$ cat src/rtl/reorder_buffer_pkg.sv
// ---------------------------------------------------------------------------
// operationList: types and constants shared by the reorder buffer and the
// code around it.
//   ROB_DEPTH    default number of reorder-buffer entries (power of two)
//   ROB_IDX_W    width of an entry index for the default depth
//   PREG_W       width of a physical register number (0 means "no register")
//   NUM_CMP      number of completion reporting ports (one per functional unit)
//   rob_state_t  RUN   - accepting dispatch
//                DRAIN - fetch finished, retiring what is left
//                DONE  - everything retired, sticky until reset
//   rob_entry_t  per-entry payload: new and previous physical destination
// ---------------------------------------------------------------------------
package operationList;

    localparam int ROB_DEPTH = 16;
    localparam int ROB_IDX_W = $clog2(ROB_DEPTH);
    localparam int PREG_W    = 6;
    localparam int NUM_CMP   = 3;

    typedef enum logic [1:0] {
        RUN   = 2'd0,
        DRAIN = 2'd1,
        DONE  = 2'd2
    } rob_state_t;

    typedef struct packed {
        logic [PREG_W-1:0] p_rd;
        logic [PREG_W-1:0] p_old_rd;
    } rob_entry_t;

endpackage

$ cat src/rtl/reorder_buffer.sv
// ---------------------------------------------------------------------------
// reorder_buffer: two-wide in-order retirement buffer.
//
// Dispatch (up to two per cycle) allocates entries at the tail, functional
// units mark entries done through NUM_CMP completion ports, and up to two
// done entries retire per cycle from the head, releasing the previous
// physical destination of each retired instruction back to the free list.
//
// Ports
//   clk, rst                  clock, synchronous active-high reset
//   disp_valid1/2             dispatch requests (lane 2 only counts with lane 1)
//   disp_p_rd1/2              new physical destination of each lane
//   disp_p_old_rd1/2          previous physical destination of each lane
//   disp_ready                at least two entries free and state is RUN
//   rob_idx1/2                entry indices handed to lanes 1/2 this cycle
//   cmp_valid[k], cmp_idx[k]  completion report from functional unit k
//   finish_fetch              fetch has delivered its last instruction
//   free_reg1/2               registers released this cycle (0 = none)
//   retire_valid1/2           an entry retired on that lane this cycle
//   count, empty, full        occupancy
//   finish                    all work retired after fetch finished
// ---------------------------------------------------------------------------
module reorder_buffer
    import operationList::*;
#(
    parameter int  DEPTH = ROB_DEPTH,
    localparam int IDX_W = $clog2(DEPTH)
) (
    input  logic              clk,
    input  logic              rst,

    input  logic              disp_valid1,
    input  logic              disp_valid2,
    input  logic [PREG_W-1:0] disp_p_rd1,
    input  logic [PREG_W-1:0] disp_p_old_rd1,
    input  logic [PREG_W-1:0] disp_p_rd2,
    input  logic [PREG_W-1:0] disp_p_old_rd2,
    output logic              disp_ready,
    output logic [IDX_W-1:0]  rob_idx1,
    output logic [IDX_W-1:0]  rob_idx2,

    input  logic              cmp_valid [0:NUM_CMP-1],
    input  logic [IDX_W-1:0]  cmp_idx   [0:NUM_CMP-1],

    input  logic              finish_fetch,

    output logic [PREG_W-1:0] free_reg1,
    output logic [PREG_W-1:0] free_reg2,
    output logic              retire_valid1,
    output logic              retire_valid2,

    output logic [IDX_W:0]    count,
    output logic              empty,
    output logic              full,
    output logic              finish
);

    // Pointers carry one extra wrap bit so that tail - head is the occupancy
    // even when both indices are equal (empty versus full).
    logic [IDX_W:0]   head_reg;
    logic [IDX_W:0]   tail_reg;
    logic [DEPTH-1:0] valid_reg;
    logic [DEPTH-1:0] done_reg;
    rob_state_t       state_reg;
    rob_state_t       state_next;

    // Entry payload; reads are combinational because the retiring entry's
    // old register must appear on free_reg in the same cycle.
    rob_entry_t entry_mem [DEPTH];

    logic [IDX_W-1:0] head_idx;
    logic [IDX_W-1:0] head1_idx;
    logic [IDX_W-1:0] tail_idx;
    logic [IDX_W-1:0] tail1_idx;

    logic             disp_we1;
    logic             disp_we2;
    logic             ret1;
    logic             ret2;
    logic [1:0]       disp_n;
    logic [1:0]       ret_n;
    logic [IDX_W:0]   count_next;

    logic [DEPTH-1:0] disp_hit;
    logic [DEPTH-1:0] ret_hit;
    logic [DEPTH-1:0] cmp_hit;
    logic [DEPTH-1:0][NUM_CMP-1:0] cmp_match;

    assign head_idx  = head_reg[IDX_W-1:0];
    assign head1_idx = head_idx + 1'b1;
    assign tail_idx  = tail_reg[IDX_W-1:0];
    assign tail1_idx = tail_idx + 1'b1;

    // Occupancy is the registered pointer distance, so disp_ready never sees
    // a same-cycle retirement.
    assign count      = tail_reg - head_reg;
    assign empty      = (count == '0);
    assign full       = (count == (IDX_W+1)'(DEPTH));
    assign disp_ready = (state_reg == RUN) && (count <= (IDX_W+1)'(DEPTH - 2));
    assign finish     = (state_reg == DONE);

    assign rob_idx1 = tail_idx;
    assign rob_idx2 = tail1_idx;

    assign disp_we1 = disp_valid1 && disp_ready;
    assign disp_we2 = disp_we1 && disp_valid2;

    // Retirement looks only at registered done bits; a completion arriving
    // this cycle becomes eligible on the next one.
    assign ret1 = valid_reg[head_idx] && done_reg[head_idx];
    assign ret2 = ret1 && valid_reg[head1_idx] && done_reg[head1_idx];

    assign retire_valid1 = ret1;
    assign retire_valid2 = ret2;
    assign free_reg1     = ret1 ? entry_mem[head_idx].p_old_rd  : '0;
    assign free_reg2     = ret2 ? entry_mem[head1_idx].p_old_rd : '0;

    assign disp_n     = {1'b0, disp_we1} + {1'b0, disp_we2};
    assign ret_n      = {1'b0, ret1} + {1'b0, ret2};
    assign count_next = count + (IDX_W+1)'(disp_n) - (IDX_W+1)'(ret_n);

    // Per-entry decode of this cycle's dispatch, retirement and completion.
    // Several ports naming the same entry simply OR into one completion.
    for (genvar gi = 0; gi < DEPTH; gi++) begin : g_entry
        assign disp_hit[gi] = (disp_we1 && (tail_idx  == IDX_W'(gi)))
                           || (disp_we2 && (tail1_idx == IDX_W'(gi)));
        assign ret_hit[gi]  = (ret1 && (head_idx  == IDX_W'(gi)))
                           || (ret2 && (head1_idx == IDX_W'(gi)));
        for (genvar gk = 0; gk < NUM_CMP; gk++) begin : g_port
            assign cmp_match[gi][gk] = cmp_valid[gk] && (cmp_idx[gk] == IDX_W'(gi));
        end
        assign cmp_hit[gi] = valid_reg[gi] && (|cmp_match[gi]);
    end

    // Dispatch only targets free entries and retirement only valid ones, so
    // the set/clear terms never collide; a fresh entry always starts not done.
    always_ff @(posedge clk) begin
        if (rst) begin
            head_reg  <= '0;
            tail_reg  <= '0;
            valid_reg <= '0;
            done_reg  <= '0;
            state_reg <= RUN;
        end else begin
            head_reg  <= head_reg + (IDX_W+1)'(ret_n);
            tail_reg  <= tail_reg + (IDX_W+1)'(disp_n);
            valid_reg <= (valid_reg & ~ret_hit) | disp_hit;
            done_reg  <= (done_reg | cmp_hit) & ~ret_hit & ~disp_hit;
            state_reg <= state_next;
        end
    end

    // Payload needs no reset: an entry is only read while its valid bit is set.
    always_ff @(posedge clk) begin
        if (disp_we1) begin
            entry_mem[tail_idx] <= '{p_rd: disp_p_rd1, p_old_rd: disp_p_old_rd1};
        end
        if (disp_we2) begin
            entry_mem[tail1_idx] <= '{p_rd: disp_p_rd2, p_old_rd: disp_p_old_rd2};
        end
    end

    // DRAIN ends on the edge that retires the last entry, so finish is high
    // in the cycle right after the final retirement.
    always_comb begin
        state_next = state_reg;
        unique case (state_reg)
            RUN: begin
                if (finish_fetch) begin
                    state_next = DRAIN;
                end
            end
            DRAIN: begin
                if ((count_next == '0) && !disp_we1) begin
                    state_next = DONE;
                end
            end
            DONE: begin
                state_next = DONE;
            end
            default: begin
                state_next = RUN;
            end
        endcase
    end

endmodule

$ cat config.mk
export PLATFORM = sky130hd
export DESIGN_NAME = reorder_buffer
export DESIGN_NICKNAME = d
export VERILOG_FILES = /design/src/rtl/reorder_buffer_pkg.sv /design/src/rtl/reorder_buffer.sv
export SDC_FILE = /design/constraint.sdc
export NUM_CORES = 1
export LEC_CHECK = 0
export BUFFER_PORTS_ARGS = -buffer_cell sky130_fd_sc_hd__buf_2
export CAP_MARGIN = 20
export CORE_ASPECT_RATIO = 0.5
export CORE_MARGIN = 4
export CORE_UTILIZATION = 30
export CTS_CLUSTER_SIZE = 25
export DETAILED_ROUTE_END_ITERATION = 8
export PLACE_DENSITY = 0.58
export REMOVE_ABC_BUFFERS = 1
export SYNTH_ARGS = -nofsm -noshare
export SYNTH_HDL_FRONTEND = slang
export SYNTH_SLANG_ARGS = --single-unit
$ cat constraint.sdc
create_clock -name clk -period 10.04 [get_ports clk]
set_input_delay 1.004 -clock clk [delete_from_list [all_inputs] [get_ports clk]]
set_output_delay 1.004 -clock clk [all_outputs]
set_load 0.05 [all_outputs]
==> out/metrics.cfg <==
[status]
status = finished, final reports clean

[finish]
fin_nets = 905
final_cell_mix = 96 x mux2_2, 96 x edfxtp_1, 87 x nand2_1
antennaDiodeCount = 0
layout-drive-gt1-share_pct = 34.88
syn_to_final_growth_pct = 12.68
final_util_pct = 34.81
largest_reg_flops = 96
n_fill_cell = 3039

[synth]
synth_ff_type = edfxtp_1
ys_ff_latch = 140
ys_warn_count = 0
synth_cell_types = 66
synth_seq_area_share_pct = 39.55
netlist_area_um2 = 9515
synthTopCellsByArea = edfxtp_1 30%, mux4_2 16%, mux2_2 11%, dfxtp_1 9.3%, ha_1 3.8%
synthCells = 798
synth_async_sr_flop_share_pct = 0
netlist.area_leader.share_pct = 30.30
synth_top_area_cell = edfxtp_1
synth-edff-count = 96
synth.avg_cell_area_um2 = 11.92

[floorplanning]
start_util_pct = 30.90
die_area_um2 = 34800
core_um2 = 30800
rows = 45
die_y_um = 133.9
ios = 75
die_w_um = 259.9

[grt]
grt_remaining_overflow = 0
grt_pass1_vias = 6868
antenna_found_initial = 0
grt_max_degree = 50
grtUsageTotal_pct = 15.06
grt_pass1_wl_mm = 40.18

[worst_setup_path]
cpMostUsedCell = inv_1
critPathSlowestCell = dfxtp_1
critPathCaptureType = register
critPathBufInv = 3
critPathMaxFanout = 21
crit_required_ns = 10.40
max_stage_delay_ns = 0.96
cp_top_family = adder cells
path_cells = inv_1, ha_1, a21o_1, a21oi_1, xnor2_1, inv_1, ha_1, nand3_1, a31oi_4, nor3_2, nand2_1, inv_1, fa_1, fa_1, xor2_1, or3_1, o31a_1, a221oi_2, mux2i_1
critPathLaunchType = register
crit_arrival_ns = 6.75
crit_type = reg -> reg

[clock_network]
root_buffer = clkbuf_16
cts.path.max_buffers = 2
cts_setup_buffers = 0
clock-sinks = 140
cts_hold_buf = 0
clk_latency_ns = 0.44
cts_tree = built
cts_buffers = 17
cts_htree_levels = 4
postCtsResizedCells = 0
clk_pin_slew_ns = 0.07

[power]
leakagePower_nw = 3.870
powerDensity_nw_per_um2 = 164.9
ir_drop_v = 0.00009347

[timing]
setup_violations = 0
hold_viol = 0
timing.slew.headroom_pct = 34.79
rsz0062_at_grt = false
min_period_over_period_pct = 63.61
maxSlewViolCount = 0
tightestPinTransition_ns = 0.9769
layout_min_cycle_time_ns = 6.386
max_freq_mhz = 156.6
fin_setup_tns_ns = 0
fin_worst_skew_ns = 0.02338

[drt]
drcViolationCount = 0
drt_first_pass_iters = 5
vias = 6749
vias_per_cell = 5.344
wl_per_cell_um = 20.61
drt_wl_total_mm = 26.03
drt_iter0_drc = 695
antenna_left = 0

[min_path]
hold_path_class = reg -> reg

[placement]
dp_hpwl_mm = 19.38
gp_congestion = 0.8899
port_buffers = 62

[run]
max-cap-violations = 0

## cells in the mapped netlist (all sizes together) (7+ instances only)
library cell,count
buf,31
nor2,32
nand3,27
a21oi,30
mux4,69
a21o,7
nor2b,24
a22oi,18
o21ai,8
and2,7
clkbuf,27
xnor2,12
nor3,7
dfxtp,44
mux2,96
ha,29
edfxtp,96
and3,12
nand2,99
inv,32
## path summary, 6_finish.rpt
| kind | startpoint | endpoint | slack, ns | cells after the start |
|---|---|---|---|---|
| worst max register to register | head_reg[2] | state_reg[1] | 3.65 | 19 |
| worst max-delay path | head_reg[2] | state_reg[1] | 3.65 | 19 |
| worst min register to register | valid_reg[5] | valid_reg[5] | 0.46 | 2 |
| worst min-delay path | valid_reg[5] | valid_reg[5] | 0.46 | 2 |
## report_power, final
part / switching [mW] / internal, mW / total [mW]
sequential: 0.0221 / 0.655 / 0.678
clock: 0.267 / 0.373 / 0.640
combinational: 0.291 / 0.160 / 0.450
## metal layers
metal | wire (um) | vias to the layer above | track usage [%]
met2 | 12710 | 222 | 24.93
met3 | 1368 | 31 | 2.999
met1 | 11440 | 3400 | 19.93
li1 | - | 3096 | -
met4 | 504 | 0 | 4.939
met5 | 0 | - | 0
## through the flow
step	worst slack, ns	cell area, um^2	cells	power, mW	hold WS (ns)
after CTS	3.697	10720	1263	1.783	0.4607
after global placement	3.947	10130	1231	1.128	0.4433
after floorplan	1.713	9244	740	1.013	0.4320
after global routing	3.134	10720	1263	1.845	0.4852
after detailed placement	3.735	10130	1231	1.142	0.4506
final	3.654	10720	1263	1.768	0.4612
## worst min-delay path: stages (launching register included)
cell and delay [ns]:
dfxtp_1 0.32, nand2_1 0.06, nand2_1 0.04
## cells by family (layout without fill, tap and decap cells)
group	count (synthesis)	in the layout	share of synthesized area [%]
DFF	140	140	39.55
muxes	171	171	28.40
buffers and inverters	93	135	4.313
xor gates and xnor gates	18	18	1.657
and+or+nand+nor	240	240	13.24
adders and majority gates	35	35	4.970
AOI/OAI and AO/OA	101	101	7.863
## cell type report
type | count | area [um^2] | area share [%]
multi-input combinational | 565 | 5341 | 49.82
clock buffer | 19 | 432.9 | 4.038
tap | 423 | 529.3 | 4.936
inverter | 35 | 138.9 | 1.295
timing repair buffer | 68 | 355.3 | 3.314
sequential | 140 | 3766 | 35.13
clock inverter | 13 | 157.7 | 1.470
Note: power is estimated with default switching activity, not from simulation.
